--- src/rtl/fetch_queue.sv ---
// Instruction prefetch FIFO between fetch and decode, first-word-fall-through.
// Ports: CLK/RST, ihit/imemload/npc in, flush/deq ctrl, accept/valid/instr/npc_out/full/count out.
module fetch_queue #(
  parameter int DEPTH = 4,
  parameter int WIDTH = 32
) (
  input  logic                     CLK,
  input  logic                     RST,
  input  logic                     ihit,
  input  logic [WIDTH-1:0]         imemload,
  input  logic [WIDTH-1:0]         npc,
  input  logic                     flush,
  input  logic                     deq,
  output logic                     accept,
  output logic                     valid,
  output logic [WIDTH-1:0]         instr,
  output logic [WIDTH-1:0]         npc_out,
  output logic                     full,
  output logic [$clog2(DEPTH):0]   count
);

  localparam int AW = $clog2(DEPTH);
  localparam int CW = AW + 1;

  typedef struct packed {
    logic [WIDTH-1:0] instr;
    logic [WIDTH-1:0] npc;
  } entry_t;

  entry_t         mem [DEPTH];
  logic [AW-1:0]  wr_ptr;
  logic [AW-1:0]  rd_ptr;
  logic [CW-1:0]  cnt;
  logic           do_enq;
  logic           do_deq;
  entry_t         head;

  assign count  = cnt;
  assign valid  = (cnt != '0);
  assign full   = (cnt == CW'(DEPTH));
  assign accept = ihit & ~full & ~flush;
  assign do_enq = accept;
  assign do_deq = deq & valid & ~flush;

  assign head    = mem[rd_ptr];
  assign instr   = valid ? head.instr : '0;
  assign npc_out = valid ? head.npc   : '0;

  // Storage needs no reset: valid gates every read.
  always_ff @(posedge CLK) begin
    if (do_enq)
      mem[wr_ptr] <= '{instr: imemload, npc: npc};
  end

  always_ff @(posedge CLK or posedge RST) begin
    if (RST) begin
      wr_ptr <= '0;
      rd_ptr <= '0;
      cnt    <= '0;
    end else if (flush) begin
      wr_ptr <= '0;
      rd_ptr <= '0;
      cnt    <= '0;
    end else begin
      if (do_enq)
        wr_ptr <= wr_ptr + 1'b1;
      if (do_deq)
        rd_ptr <= rd_ptr + 1'b1;
      unique case (1'b1)
        (do_enq & ~do_deq): cnt <= cnt + 1'b1;
        (do_deq & ~do_enq): cnt <= cnt - 1'b1;
        default:            cnt <= cnt;
      endcase
    end
  end

endmodule

--- config.mk ---
export PLATFORM = sky130hd
export DESIGN_NAME = fetch_queue
export DESIGN_NICKNAME = d
export VERILOG_FILES = /design/src/rtl/fetch_queue.sv
export SDC_FILE = /design/constraint.sdc
export NUM_CORES = 1
export LEC_CHECK = 0
export ABC_AREA = 1
export CORE_ASPECT_RATIO = 1.75
export CORE_MARGIN = 2
export CORE_UTILIZATION = 38
export DETAILED_ROUTE_END_ITERATION = 8
export PLACE_DENSITY_LB_ADDON = 0.3
export SLEW_MARGIN = 15
export SYNTH_ARGS = -nofsm -noshare
export SYNTH_HDL_FRONTEND = slang
export SYNTH_SLANG_ARGS = --single-unit
--- constraint.sdc ---
create_clock -name CLK -period 10.3 [get_ports CLK]
set_input_delay 2.06 -clock CLK [delete_from_list [all_inputs] [get_ports CLK]]
set_output_delay 2.06 -clock CLK [all_outputs]
set_load 0.05 [all_outputs]
# After elaboration in Yosys (flattened, before gate mapping)
# Memories as Yosys holds them, arrays and structs flattened.
# Index checks and enable logic that the tools add are counted.
# totals
register_bits	7
mem_bits_rw	256
out_inout_bits	70
wordCells	33
n_memories	1
# classes
n_addsub	4
n_eq_ne	1
muxes	10
bitwise_logic	10
reduce_logical	4
# memory_table
name	depth	width	read_ports	rd_ports_with_merged_regs	write_ports	line	rtl
mem	4	64	1	0	1	30	entry_t mem [DEPTH];
# ops
cell	count
32-bit two-way mux	2
2-bit two-way mux	4
1-bit bitwise AND	6
3-bit case mux with 2 select lines	1
3-bit nonzero test	2
2-bit by 1-bit adder with 2-bit output, second input constant	2
1-bit NOT	4
2-bit nonzero test	2
3-bit by 1-bit adder with 3-bit output, second input constant	1
3-bit equality test, second input constant	1
3-bit two-way mux	1
3-bit by 1-bit subtractor with 3-bit output, second input constant	1
1-bit two-way mux	2

# Depth between registers and ports, before layout
# depth
word_depth	8
depth_mapped	12
mapped_depth_nobuf	12

# Worst setup path before layout
# Ideal clock, no wire load.
# synth_timing
path_kind	input to register
from	in ihit
to	mem mem[0][0] (netlist name) (enable)
arrival_ps	5805
t_required_ps	9813
setup_slack_ps	4009
cell_stages	4
path_buffers	0
cell_sequence	nand2_1 > nor2_1 > inv_1 > nor2_1
# synth_between
elab_chain_cells	4
# synth_lines
item	line	rtl
from (decl)	9	input logic ihit,
1-bit bitwise AND (2 in series)	41	assign accept = ihit & ~full & ~flush;
named net accept	14	output logic accept,
1-bit two-way mux	51	if (do_enq)
1-bit two-way mux (not written as such)	52	mem[wr_ptr] <= '{instr: imemload, npc: npc};
to (decl)	30	
# The timed path passes the listed nets, and every way through them passes these cells.

# Worst setup path after layout
# layout_timing
from	reg rd_ptr[0]
to	out npc_out[2]
# layout_between
elab_chain_cells	2
# layout_lines
item	line	rtl
from (decl)	32	logic [AW-1:0] rd_ptr;
from (signal assigned)	68	rd_ptr <= rd_ptr + 1'b1;
memory 4 x 64 bit	--	
32-bit two-way mux	47	assign npc_out = valid ? head.npc : '0;
to (decl)	17	output logic [WIDTH-1:0] npc_out,
# Every way passes these cells.

==> results.yml <==
status:
  status: "finished clean"
yosys:
  syn_area_per_cell_um2: 12.6
  syn_inst: 820
  yosysWarnings: 0
  synth_flop_cell: "edfxtp_1"
  yosysSeqAreaShare_pct: 76.0
  syn-num-nets: 894
  yosys_register_bits: 263
  ys_top_cells_by_area: "edfxtp_1 74%, nor2_1 9.5%, o21ai_0 6.2%"
  async_flop_share_pct: 2.66
  synth_top_area_share_pct: 74.3
  yosysTopAreaCell: "edfxtp_1"
  synthTopCellsByCount: "263 x nor2_1, 256 x edfxtp_1, 128 x o21ai_0"
  yosysMostFrequentCell: "nor2_1"
  synth_edf_count: 256
  syn_area_um2: 10300
  ys_types: 19
floorplan:
  fp.dieW_um: 129
  initial_core_util_pct: 38.3
  core-area_um2: 27000
  die_h_um: 222
  ios: 139
  die-area_um2: 28600
  num_rows: 80
critical_path:
  critPathBufInv: 3
  critPathMaxFanout: 74
  crit_arrival_ps: 4050
  path_class: "register to output port"
  crit_required_ps: 8240
  crit_slowest_cell: "clkinv_2"
  cpPeakStageDelay_ps: 900
  endpoint_kind: "output port"
  worstPathCellList: "clkinv_2 -> buf_4 -> o21ai_0 -> a21oi_1 -> clkdlybuf4s50_1"
  path_delay_family: "buffers and inverters"
  cp-start-kind: "register"
sta:
  setup_ws_ps: 4190
  fin_setup_tns_ps: 0
  worstMarginPinSlew_ps: 1080
  layout_min_cycle_time_ps: 6110
  rsz0062_at_grt: "false"
  max_slew_margin_pct: 28.0
  slew_violations: 0
  hold_viol: 0
  fmax_mhz: 164
  fin_worst_skew_ps: 4.38
  timing.final.crit_share_pct: 59.3
  setup_viol: 0
global_route:
  grt_pass1_wl_um: 34100
  antenna_found_initial: 2
  use_met3_pct: 2.48
  grt.busiest_layer: "met2"
  use_met1_pct: 16.4
  grt_use_met2_pct: 30.7
  grt_pass1_vias: 6542
  grt.total_usage_pct: 15.5
  overflow: 0
  grt_max_degree: 75
power:
  peakVddDrop_v: 0.000250
  leakagePower_uw: 0.00429
  power_density_nw_per_um2: 286
  total_power_uw: 3660
  power_frac_comb_pct: 40.5
  p_clk_share_pct: 24.2
  p_sw_share_pct: 40.2
  switchingPower_uw: 1470
  internal_power_uw: 2190
  seqPwrFrac_pct: 35.4
clock_tree:
  post_cts_buffers: 0
  cts_tree: "built"
  cts_root_buf: "clkbuf_16"
  htree_levels: 1
  insertion_delay_ps: 510
  clk_path_buf_depth: 3
  cts_num_sinks: 263
  ctsResizeCount: 0
  clk_pin_slew_ps: 60
  cts_buffers: 24
  postCtsHoldBufs: 0
drt:
  dr.pass1.iters: 4
  wire_per_inst_um: 17.5
  drc: 0
  drt_first_iter_violations: 358
  vias: 6426
  viasPerCell: 4.98
  postRouteAntennaNets: 0
  drt-total-wl_um: 22600
placement:
  pre_cts_slack_ps: 4570
  dp_hpwl_um: 12100
  gp_congestion: 0.796
  placed_cells: 1247
  io_buffers: 138
finish:
  area_growth_pct: 23.4
  instances_no_fill: 1290
  nFillCells: 2390
  drive_above_1_share_pct: 5.51
  num-nets-final: 1019
  diodes: 0
hold_path:
  hold_class: "register to register"
run:
  drv_cap: 0
[cells in the final DEF (no fill, tap or decap), types with 5 or more instances in the layout]
| cell | n |
|---|---|
| inv_1 | 13 |
| edfxtp_1 | 256 |
| a21oi_1 | 67 |
| clkdlybuf4s50_1 | 138 |
| o21ai_0 | 128 |
| clkbuf_16 | 25 |
| clkinv_2 | 5 |
| nand2_1 | 22 |
| buf_4 | 9 |
| dfrtp_1 | 5 |
| nor2_1 | 259 |
[worst min-delay path, stage by stage, from the launching register on]
cell and delay (ps):
dfrtp_1 410, nand2_1 70, nand2_1 60
[final timing paths]
kind | startpoint | to | slack, ps | depth (start not counted)
min | count[1] | count[1] | 570 | 2
min reg2reg | count[1] | count[1] | 570 | 2
min in group asynchronous | RST | wr_ptr[0] | 1800 | 2
max in group asynchronous | RST | rd_ptr[0] | 8240 | 2
max reg2reg | count[0] | mem[1][14] | 7770 | 7
max | rd_ptr[0] | npc_out[2] | 4190 | 5
[sequential cells by signal (all words and copies together), names as in the netlist]
register	cells
count	3
mem	256
rd_ptr	2
wr_ptr	2
[power groups by stage]
| stage | clock network [uW] | logic, uW | registers (uW) |
|---|---|---|---|
| 2_1_floorplan | 0 | 1010 | 1300 |
| 3_3_place_gp | 0 | 1490 | 1310 |
| 3_5_place_dp | 0 | 1500 | 1320 |
| 4_1_cts | 905 | 1500 | 1290 |
| 5_1_grt | 950 | 1570 | 1300 |
| 6_report | 883 | 1480 | 1290 |
[layout make-up]
class / instances / area [um2] / area share (%)
Clock buffer: 29 / 641 / 5.02
Clock inverter: 14 / 149 / 1.17
Inverter: 16 / 61.3 / 0.480
Multi-Input combinational cell: 493 / 2190 / 17.2
Sequential cell: 263 / 7870 / 61.6
Tap cell: 328 / 410 / 3.21
Timing Repair Buffer: 147 / 1450 / 11.3
[cells by family (layout without fill, tap and decap cells)]
| family | Yosys count | count (layout) | share of synthesized area (%) |
|---|---|---|---|
| AOI/OAI and AO/OA | 200 | 200 | 9.70 |
| xor gates and xnor gates | 1 | 1 | 0.0846 |
| adders and majority gates | 5 | 5 | 0.677 |
| buffers and inverters | 64 | 206 | 3.14 |
| DFF | 263 | 263 | 76.0 |
| and+or+nand+nor | 287 | 287 | 10.4 |
[metal layers]
layer | wire length [um] | vias up
met5 | 21 | -
met4 | 474 | 4
met3 | 910 | 31
met2 | 12700 | 131
met1 | 8480 | 3128
li1 | - | 3132
[stage by stage]
stage          cell area [um2]  hold WS (ps)  util [%]
2_1_floorplan            10300           580         -
3_3_place_gp             12000           556      44.3
3_5_place_dp             12000           563      44.3
4_1_cts                  12800           582      47.3
5_1_grt                  12800           617      47.3
6_report                 12800           571      47.3
No activity file was read; power rests on OpenSTA's default activity.
